--- config.mk ---
export PLATFORM = sky130hd
export DESIGN_NAME = branch_update_unit_flat
export DESIGN_NICKNAME = d
export VERILOG_FILES = /design/src/rtl/rv32i_types.sv /design/src/rtl/branch_update_unit_if.sv /design/src/rtl/branch_update_unit_fifo.sv /design/src/rtl/branch_update_unit.sv /design/src/flat_wrapper.sv
export SDC_FILE = /design/constraint.sdc
export NUM_CORES = 1
export LEC_CHECK = 0
export BUFFER_PORTS_ARGS = -buffer_cell sky130_fd_sc_hd__buf_2
export CORE_UTILIZATION = 35
export CTS_CLUSTER_SIZE = 24
export DETAILED_ROUTE_END_ITERATION = 6
export PLACE_DENSITY = 0.52
export SLEW_MARGIN = 5
export SYNTH_ARGS = -nofsm -noshare
export SYNTH_HDL_FRONTEND = slang
export SYNTH_SLANG_ARGS = --single-unit
--- constraint.sdc ---
create_clock -name clk -period 9.53 [get_ports clk]
set_input_delay 1.906 -clock clk [delete_from_list [all_inputs] [get_ports clk]]
set_output_delay 1.906 -clock clk [all_outputs]
set_load 0.01 [all_outputs]
--- src/rtl/rv32i_types.sv ---
// Shared RV32I types for the branch update slice.
//   rv32i_opcode : 7-bit major opcode encodings
//   bp_pred_t    : one in-flight prediction {pc, target, isMiss}
//   is_ctrl_flow : true for opcodes that count as control flow
package rv32i_types;

  typedef enum logic [6:0] {
    op_lui   = 7'b0110111,
    op_auipc = 7'b0010111,
    op_jal   = 7'b1101111,
    op_jalr  = 7'b1100111,
    op_br    = 7'b1100011,
    op_load  = 7'b0000011,
    op_store = 7'b0100011,
    op_imm   = 7'b0010011,
    op_reg   = 7'b0110011,
    op_csr   = 7'b1110011
  } rv32i_opcode;

  typedef struct packed {
    logic [31:0] pc;
    logic [31:0] target;
    logic        isMiss;
  } bp_pred_t;

  localparam logic [31:0] PC_STEP = 32'd4;

  function automatic logic is_ctrl_flow(input rv32i_opcode op);
    logic res;
    case (op)
      op_br, op_jal, op_jalr: res = 1'b1;
      default:                res = 1'b0;
    endcase
    return res;
  endfunction

endpackage

--- src/rtl/branch_update_unit_if.sv ---
// Bus bundle for branch_update_unit.
//   fetch_* : prediction enqueue side (fetch_ready back to fetch)
//   ex_*    : resolution side from execute
//   redirect/redirect_pc : fetch redirect request
//   upd_*   : BTB update bus
//   br_count/mispredict_count/seq_err : status
// master = the environment (fetch + execute), slave = the unit.
interface branch_update_unit_if #(
  parameter int CNT_W = 32
);
  import rv32i_types::*;

  logic             fetch_valid;
  logic [31:0]      fetch_pc;
  logic [31:0]      fetch_predict_target;
  logic             fetch_isMiss;
  logic             fetch_ready;

  logic             ex_valid;
  logic [31:0]      ex_pc;
  rv32i_opcode      ex_op;
  logic             ex_br_en;
  logic [31:0]      ex_target;

  logic             redirect;
  logic [31:0]      redirect_pc;

  logic             upd_valid;
  logic [31:0]      upd_pc;
  logic [31:0]      upd_target;
  rv32i_opcode      upd_op;
  logic             upd_isMiss;
  logic             upd_br_en;

  logic [CNT_W-1:0] br_count;
  logic [CNT_W-1:0] mispredict_count;
  logic             seq_err;

  modport master (
    output fetch_valid, fetch_pc, fetch_predict_target, fetch_isMiss,
    output ex_valid, ex_pc, ex_op, ex_br_en, ex_target,
    input  fetch_ready, redirect, redirect_pc,
    input  upd_valid, upd_pc, upd_target, upd_op, upd_isMiss, upd_br_en,
    input  br_count, mispredict_count, seq_err
  );

  modport slave (
    input  fetch_valid, fetch_pc, fetch_predict_target, fetch_isMiss,
    input  ex_valid, ex_pc, ex_op, ex_br_en, ex_target,
    output fetch_ready, redirect, redirect_pc,
    output upd_valid, upd_pc, upd_target, upd_op, upd_isMiss, upd_br_en,
    output br_count, mispredict_count, seq_err
  );

endinterface

--- src/rtl/branch_update_unit_fifo.sv ---
// bp_pred_fifo: in-order queue of in-flight predictions.
//   clk, rst : clock, synchronous active-high reset
//   clr      : synchronous flush (wins over push/pop)
//   push/din : write one entry (ignored when full)
//   pop/dout : dout is the head; pop drops it (ignored when empty)
//   full, empty : occupancy flags
module bp_pred_fifo
  import rv32i_types::*;
#(
  parameter int DEPTH = 4
) (
  input  logic     clk,
  input  logic     rst,
  input  logic     clr,
  input  logic     push,
  input  logic     pop,
  input  bp_pred_t din,
  output bp_pred_t dout,
  output logic     full,
  output logic     empty
);

  localparam int AW = $clog2(DEPTH);

  // Pointers carry one extra wrap bit so full and empty are distinguishable.
  logic [AW:0] wr_ptr_r;
  logic [AW:0] rd_ptr_r;
  bp_pred_t    mem_r [DEPTH];
  logic        push_ok_s;
  logic        pop_ok_s;

  assign empty     = (wr_ptr_r == rd_ptr_r);
  assign full      = (wr_ptr_r[AW] != rd_ptr_r[AW]) &&
                     (wr_ptr_r[AW-1:0] == rd_ptr_r[AW-1:0]);
  assign push_ok_s = push & ~full;
  assign pop_ok_s  = pop & ~empty;
  assign dout      = mem_r[rd_ptr_r[AW-1:0]];

  // Pointer update with reset and flush.
  always_ff @(posedge clk) begin
    if (rst || clr) begin
      wr_ptr_r <= {(AW+1){1'b0}};
      rd_ptr_r <= {(AW+1){1'b0}};
    end else begin
      if (push_ok_s) begin
        wr_ptr_r <= wr_ptr_r + {{AW{1'b0}}, 1'b1};
      end
      if (pop_ok_s) begin
        rd_ptr_r <= rd_ptr_r + {{AW{1'b0}}, 1'b1};
      end
    end
  end

  // Payload storage; contents are only meaningful between the pointers.
  always_ff @(posedge clk) begin
    if (push_ok_s) begin
      mem_r[wr_ptr_r[AW-1:0]] <= din;
    end
  end

endmodule

--- src/rtl/branch_update_unit.sv ---
// branch_update_unit: tracks in-flight branch predictions, checks them at
// execute, and drives the fetch redirect, the BTB update bus and counters.
//   clk, rst : clock, synchronous active-high reset
//   bus      : branch_update_unit_if.slave (fetch, execute, redirect,
//              BTB update bus, br/mispredict counters, sticky seq_err)
// All outputs except fetch_ready are registered; fetch_ready is derived
// from the queue pointers only.
module branch_update_unit
  import rv32i_types::*;
#(
  parameter int DEPTH = 4,
  parameter int CNT_W = 32
) (
  input  logic                 clk,
  input  logic                 rst,
  branch_update_unit_if.slave  bus
);

  bp_pred_t         head_s;
  bp_pred_t         push_data_s;
  logic             full_s;
  logic             empty_s;
  logic             resolve_s;
  logic             push_s;
  logic             taken_s;
  logic             pc_mismatch_s;
  logic             mispredict_s;
  logic             err_s;
  logic             upd_br_en_s;
  logic [31:0]      actual_pc_s;

  logic             redirect_r;
  logic [31:0]      redirect_pc_r;
  logic             upd_valid_r;
  logic [31:0]      upd_pc_r;
  logic [31:0]      upd_target_r;
  rv32i_opcode      upd_op_r;
  logic             upd_isMiss_r;
  logic             upd_br_en_r;
  logic [CNT_W-1:0] br_count_r;
  logic [CNT_W-1:0] mispredict_count_r;
  logic             seq_err_r;

  // Resolve, mispredict and enqueue decisions for this cycle.
  always_comb begin
    taken_s       = 1'b0;
    actual_pc_s   = 32'd0;
    resolve_s     = 1'b0;
    pc_mismatch_s = 1'b0;
    mispredict_s  = 1'b0;
    err_s         = 1'b0;
    push_s        = 1'b0;
    upd_br_en_s   = 1'b0;

    case (bus.ex_op)
      op_jal, op_jalr: taken_s = 1'b1;
      op_br:           taken_s = bus.ex_br_en;
      default:         taken_s = 1'b0;
    endcase

    if (taken_s) begin
      actual_pc_s = bus.ex_target;
    end else begin
      actual_pc_s = bus.ex_pc + PC_STEP;
    end

    resolve_s     = bus.ex_valid & ~empty_s;
    pc_mismatch_s = resolve_s & (bus.ex_pc != head_s.pc);
    mispredict_s  = resolve_s & ((actual_pc_s != head_s.target) | pc_mismatch_s);
    // A resolve with nothing queued is a protocol error, as is a PC that
    // does not match the head entry.
    err_s         = (bus.ex_valid & empty_s) | pc_mismatch_s;
    // Fetches in the cycle that detects a mispredict are wrong-path.
    push_s        = bus.fetch_valid & ~full_s & ~mispredict_s;
    upd_br_en_s   = bus.ex_br_en | (bus.ex_op == op_jal) | (bus.ex_op == op_jalr);
  end

  assign push_data_s = '{pc: bus.fetch_pc, target: bus.fetch_predict_target,
                         isMiss: bus.fetch_isMiss};

  bp_pred_fifo #(
    .DEPTH (DEPTH)
  ) u_fifo (
    .clk   (clk),
    .rst   (rst),
    .clr   (mispredict_s),
    .push  (push_s),
    .pop   (resolve_s),
    .din   (push_data_s),
    .dout  (head_s),
    .full  (full_s),
    .empty (empty_s)
  );

  // Registered redirect, BTB update bus, counters and error flag.
  always_ff @(posedge clk) begin
    if (rst) begin
      redirect_r         <= 1'b0;
      redirect_pc_r      <= 32'd0;
      upd_valid_r        <= 1'b0;
      upd_pc_r           <= 32'd0;
      upd_target_r       <= 32'd0;
      upd_op_r           <= op_lui;
      upd_isMiss_r       <= 1'b0;
      upd_br_en_r        <= 1'b0;
      br_count_r         <= {CNT_W{1'b0}};
      mispredict_count_r <= {CNT_W{1'b0}};
      seq_err_r          <= 1'b0;
    end else begin
      if (mispredict_s) begin
        redirect_r    <= 1'b1;
        redirect_pc_r <= actual_pc_s;
      end else begin
        redirect_r    <= 1'b0;
      end

      if (resolve_s) begin
        upd_valid_r  <= 1'b1;
        upd_pc_r     <= bus.ex_pc;
        upd_target_r <= bus.ex_target;
        upd_op_r     <= bus.ex_op;
        upd_isMiss_r <= head_s.isMiss;
        upd_br_en_r  <= upd_br_en_s;
      end else begin
        // op_lui with isMiss=0 makes the BTB treat the cycle as no write.
        upd_valid_r  <= 1'b0;
        upd_pc_r     <= 32'd0;
        upd_target_r <= 32'd0;
        upd_op_r     <= op_lui;
        upd_isMiss_r <= 1'b0;
        upd_br_en_r  <= 1'b0;
      end

      if (resolve_s && is_ctrl_flow(bus.ex_op) && (br_count_r != {CNT_W{1'b1}})) begin
        br_count_r <= br_count_r + {{(CNT_W-1){1'b0}}, 1'b1};
      end

      if (mispredict_s && (mispredict_count_r != {CNT_W{1'b1}})) begin
        mispredict_count_r <= mispredict_count_r + {{(CNT_W-1){1'b0}}, 1'b1};
      end

      if (err_s) begin
        seq_err_r <= 1'b1;
      end
    end
  end

  assign bus.fetch_ready      = ~full_s;
  assign bus.redirect         = redirect_r;
  assign bus.redirect_pc      = redirect_pc_r;
  assign bus.upd_valid        = upd_valid_r;
  assign bus.upd_pc           = upd_pc_r;
  assign bus.upd_target       = upd_target_r;
  assign bus.upd_op           = upd_op_r;
  assign bus.upd_isMiss       = upd_isMiss_r;
  assign bus.upd_br_en        = upd_br_en_r;
  assign bus.br_count         = br_count_r;
  assign bus.mispredict_count = mispredict_count_r;
  assign bus.seq_err          = seq_err_r;

endmodule

--- src/flat_wrapper.sv ---
// flat-port wrapper written by rule: the top's interface ports become plain ports
module branch_update_unit_flat import rv32i_types::*;
#(
  parameter int DEPTH = 4,
  parameter int CNT_W = 32
)
  (clk, rst, bus_fetch_valid, bus_fetch_pc, bus_fetch_predict_target, bus_fetch_isMiss, bus_ex_valid, bus_ex_pc, bus_ex_op, bus_ex_br_en, bus_ex_target, bus_fetch_ready, bus_redirect, bus_redirect_pc, bus_upd_valid, bus_upd_pc, bus_upd_target, bus_upd_op, bus_upd_isMiss, bus_upd_br_en, bus_br_count, bus_mispredict_count, bus_seq_err);
  branch_update_unit_if #(.CNT_W(CNT_W)) bus_i ();
  input  logic clk;
  input  logic rst;
  input wire logic [$bits(bus_i.fetch_valid)-1:0] bus_fetch_valid;
  input wire logic [$bits(bus_i.fetch_pc)-1:0] bus_fetch_pc;
  input wire logic [$bits(bus_i.fetch_predict_target)-1:0] bus_fetch_predict_target;
  input wire logic [$bits(bus_i.fetch_isMiss)-1:0] bus_fetch_isMiss;
  input wire logic [$bits(bus_i.ex_valid)-1:0] bus_ex_valid;
  input wire logic [$bits(bus_i.ex_pc)-1:0] bus_ex_pc;
  input wire logic [$bits(bus_i.ex_op)-1:0] bus_ex_op;
  input wire logic [$bits(bus_i.ex_br_en)-1:0] bus_ex_br_en;
  input wire logic [$bits(bus_i.ex_target)-1:0] bus_ex_target;
  output wire logic [$bits(bus_i.fetch_ready)-1:0] bus_fetch_ready;
  output wire logic [$bits(bus_i.redirect)-1:0] bus_redirect;
  output wire logic [$bits(bus_i.redirect_pc)-1:0] bus_redirect_pc;
  output wire logic [$bits(bus_i.upd_valid)-1:0] bus_upd_valid;
  output wire logic [$bits(bus_i.upd_pc)-1:0] bus_upd_pc;
  output wire logic [$bits(bus_i.upd_target)-1:0] bus_upd_target;
  output wire logic [$bits(bus_i.upd_op)-1:0] bus_upd_op;
  output wire logic [$bits(bus_i.upd_isMiss)-1:0] bus_upd_isMiss;
  output wire logic [$bits(bus_i.upd_br_en)-1:0] bus_upd_br_en;
  output wire logic [$bits(bus_i.br_count)-1:0] bus_br_count;
  output wire logic [$bits(bus_i.mispredict_count)-1:0] bus_mispredict_count;
  output wire logic [$bits(bus_i.seq_err)-1:0] bus_seq_err;
  assign bus_i.fetch_valid = bus_fetch_valid;
  assign bus_i.fetch_pc = bus_fetch_pc;
  assign bus_i.fetch_predict_target = bus_fetch_predict_target;
  assign bus_i.fetch_isMiss = bus_fetch_isMiss;
  assign bus_i.ex_valid = bus_ex_valid;
  assign bus_i.ex_pc = bus_ex_pc;
  assign bus_i.ex_op = bus_ex_op;
  assign bus_i.ex_br_en = bus_ex_br_en;
  assign bus_i.ex_target = bus_ex_target;
  assign bus_fetch_ready = bus_i.fetch_ready;
  assign bus_redirect = bus_i.redirect;
  assign bus_redirect_pc = bus_i.redirect_pc;
  assign bus_upd_valid = bus_i.upd_valid;
  assign bus_upd_pc = bus_i.upd_pc;
  assign bus_upd_target = bus_i.upd_target;
  assign bus_upd_op = bus_i.upd_op;
  assign bus_upd_isMiss = bus_i.upd_isMiss;
  assign bus_upd_br_en = bus_i.upd_br_en;
  assign bus_br_count = bus_i.br_count;
  assign bus_mispredict_count = bus_i.mispredict_count;
  assign bus_seq_err = bus_i.seq_err;
  branch_update_unit #(.DEPTH(DEPTH), .CNT_W(CNT_W)) u_core (.clk(clk), .rst(rst), .bus(bus_i));
endmodule
==> flow_summary.json <==
{
  "outcome": "completed",
  "grt_pass1_vias": 12900,
  "fmax_mhz": 148,
  "rsz0062_at_grt": "no",
  "overflow": 0,
  "port_buffers": 313,
  "critPathMaxFanout": 44,
  "fin_skew_ns": 0.0231,
  "ys.flop_type": "edfxtp_1",
  "yosysSeqAreaShare": 0.602,
  "cp-startpoint": "bus_ex_br_en",
  "hp-class": "reg -> reg",
  "die_x_um": 235,
  "clk_pin_slew_ns": 0.06,
  "setup_viol": 0,
  "seq_power_share": 0.435,
  "swShare": 0.281,
  "post-route-min-period_ns": 6.77,
  "grt_pass1_wl_um": 86200,
  "cts_setup_buffers": 0,
  "numClockSinks": 440,
  "routedWlPerCell_um": 24.1,
  "arrival_ns": 6.98,
  "core-area_mm2": 0.0531,
  "die_y_um": 235,
  "synth_area_mm2": 0.0190,
  "gp_congestion": 0.951,
  "drc_errors": 0,
  "drtIter0Drc": 967,
  "start_kind": "primary input",
  "io_pins": 314,
  "hold_viol": 0,
  "dp_hpwl_um": 43800,
  "hp-start": "u_core.bus.redirect_pc[5]",
  "postCtsHoldBufs": 0,
  "finalPower_mw": 5.32,
  "htreeDepth": 2,
  "vias": 13200,
  "crit_path_end": "u_core.u_fifo.mem_r[2][32]",
  "grt_max_degree": 82,
  "cp_data_required_time_ns": 9.74,
  "fin_nets": 1895,
  "power_frac_clock": 0.363,
  "worstMarginPinSlew_ns": 1.07,
  "final_antenna_net_count": 0,
  "relSlewSlack": 0.280,
  "crit_type": "in -> reg",
  "cts_inserted_buffers": 48,
  "grtUsageTotal": 0.213,
  "async_flop_share": 0,
  "tns_ns": 0,
  "dr.pass1.iters": 5,
  "p_switching_mw": 1.50,
  "p_int_mw": 3.82,
  "synth-seq-cells": 440,
  "synth_edf_count": 260,
  "power_density_mw_per_mm2": 234,
  "yosys_warnings": 0,
  "r2r_slack_ns": 3.34,
  "die_area_mm2": 0.0551,
  "hold_depth": 1,
  "synthesis.nets": 1600,
  "row_count": 84,
  "finalMaxSlewViolations": 0,
  "syn2layout_area_growth_pct": 20.0,
  "p_comb_frac": 0.203,
  "cp-end-kind": "flop",
  "worst-r2r-cell-count": 12,
  "yosysUniqueCellTypes": 81,
  "netlist_instances": 1451,
  "drive_above_1_share": 0.288,
  "static-leakage-power_nw": 8.45,
  "clock_path_buffers": 3,
  "via_per_inst": 5.33,
  "ir_worst_vdd_mv": 0.128,
  "cts-root-buf": "clkbuf_16",
  "antenna_found_initial": 6,
  "maxCapViolations": 0,
  "syn_area_per_cell_um2": 13.1,
  "clock_latency_ns": 0.58,
  "initial_core_util": 0.357,
  "wirelength_um": 59600,
  "r2r-end": "u_core.u_fifo.mem_r[2][32]",
  "cts_resized": 0,
  "cts_tree": "yes",
  "min_period_over_period": 0.711
}
[critical path, cell delays in order]
cell	delay [ns]
buf_2	0.10
nor2b_1	0.57
o211a_2	0.67
buf_4	0.42
nand4_1	0.19
o311a_1	0.39
nor4b_1	0.36
nand4_1	0.19
nor4_4	0.37
a21oi_2	0.19
nor2_1	0.22
and2_2	0.65
buf_4	0.68
[kinds of logic (layout without fill, tap and decap cells)]
family,Yosys count,after routing,share of synthesized area
and+or+nand+nor,477,477,0.139
other,0,2,0
DFF,440,440,0.602
adders and majority gates,8,8,0.00528
buffers and inverters,127,461,0.0309
AOI/OAI and AO/OA,191,191,0.0732
xor gates and xnor gates,109,109,0.0532
muxes,99,99,0.0962
[power groups by stage]
stage / clock network [mW] / registers (mW) / logic (mW)
floorplan: 0 / 2.34 / 0.695
global placement: 0 / 2.36 / 1.10
detailed placement: 0 / 2.36 / 1.10
CTS: 1.98 / 2.32 / 1.10
global route: 2.05 / 2.33 / 1.16
finish: 1.93 / 2.31 / 1.08
[metal layers]
layer	global-route usage	vias up	wire, µm
li1	-	6092	-
met1	0.271	6558	25100
met2	0.362	446	29300
met3	0.0444	93	3700
met4	0.0644	6	1470
met5	0	-	28
[cell usage after synthesis (all sizes together), types with 15 or more instances]
| cell | number | area share |
|---|---|---|
| a21oi | 39 | 0.011 |
| and2 | 56 | 0.018 |
| and3 | 20 | 0.0066 |
| buf | 38 | 0.013 |
| clkbuf | 49 | 0.0097 |
| dfxtp | 180 | 0.19 |
| edfxtp | 260 | 0.41 |
| inv | 40 | 0.0079 |
| mux2 | 23 | 0.014 |
| mux2i | 15 | 0.0079 |
| mux4 | 61 | 0.074 |
| nand2 | 54 | 0.011 |
| nand3 | 43 | 0.012 |
| nand4 | 46 | 0.016 |
| nor2 | 92 | 0.018 |
| nor2b | 23 | 0.0076 |
| nor3 | 47 | 0.012 |
| nor4 | 22 | 0.0084 |
| o21ai | 31 | 0.0082 |
| o2bb2ai | 20 | 0.0092 |
| or3 | 21 | 0.0069 |
| xnor2 | 75 | 0.035 |
| xor2 | 30 | 0.014 |
[sequential cells by signal, indices dropped and copies added, names as in the netlist, named ones only]
signal and flops:
u_core.bus.br_count 32, u_core.bus.mispredict_count 32, u_core.bus.redirect 1, u_core.bus.redirect_pc 32, u_core.bus.seq_err 1, u_core.bus.upd_br_en 1
u_core.bus.upd_isMiss 1, u_core.bus.upd_op 7, u_core.bus.upd_pc 32, u_core.bus.upd_target 32, u_core.bus.upd_valid 1, u_core.u_fifo.mem_r 260
u_core.u_fifo.rd_ptr_r 3, u_core.u_fifo.wr_ptr_r 3
[metrics by stage]
stage               hold WS [ns]  setup WS (ns)  instances   util  cell area (µm²)
floorplan                  0.490           3.06       1451      -            19000
global placement           0.443           2.26       2384  0.398            21100
detailed placement         0.441           2.16       2384  0.398            21100
CTS                        0.460           2.75       2473  0.429            22700
global route               0.477           2.42       2475  0.429            22800
finish                     0.455           2.76       2475  0.429            22800
[cell usage in the layout (no fill, tap or decap), types with 14 or more instances in the layout]
| master | instances |
|---|---|
| buf_2 | 312 |
| edfxtp_1 | 260 |
| dfxtp_1 | 178 |
| nor2_1 | 90 |
| xnor2_1 | 75 |
| nand2_1 | 54 |
| and2_1 | 52 |
| mux4_2 | 51 |
| clkbuf_16 | 48 |
| nor3_1 | 47 |
| nand4_1 | 44 |
| nand3_1 | 42 |
| inv_1 | 39 |
| a21oi_1 | 37 |
| xor2_1 | 30 |
| o21ai_0 | 30 |
| nor2b_1 | 23 |
| mux2_2 | 22 |
| or3_1 | 21 |
| and3_1 | 20 |
| nor4_1 | 20 |
| o2bb2ai_1 | 20 |
| buf_4 | 20 |
| mux2i_1 | 15 |
| a31oi_1 | 14 |
[worst min-delay path by stage]
stage,to,slack (ns)
2_1_floorplan,u_core.bus.redirect_pc[5],0.49
3_3_place_gp,u_core.bus.redirect_pc[5],0.44
3_5_place_dp,u_core.bus.redirect_pc[22],0.44
4_1_cts,u_core.bus.redirect_pc[22],0.46
5_1_grt,u_core.bus.redirect_pc[22],0.48
6_report,u_core.bus.redirect_pc[5],0.46
[final cells by class]
class	count	area, µm²
Antenna cell	2	5.00
Clock buffer	63	1280
Clock inverter	26	352
Fill cell	4960	30300
Inverter	40	150
Multi-Input combinational cell	884	6980
Sequential cell	440	11400
Tap cell	688	861
Timing Repair Buffer	332	1710
Power figures use the tool's default switching activity.
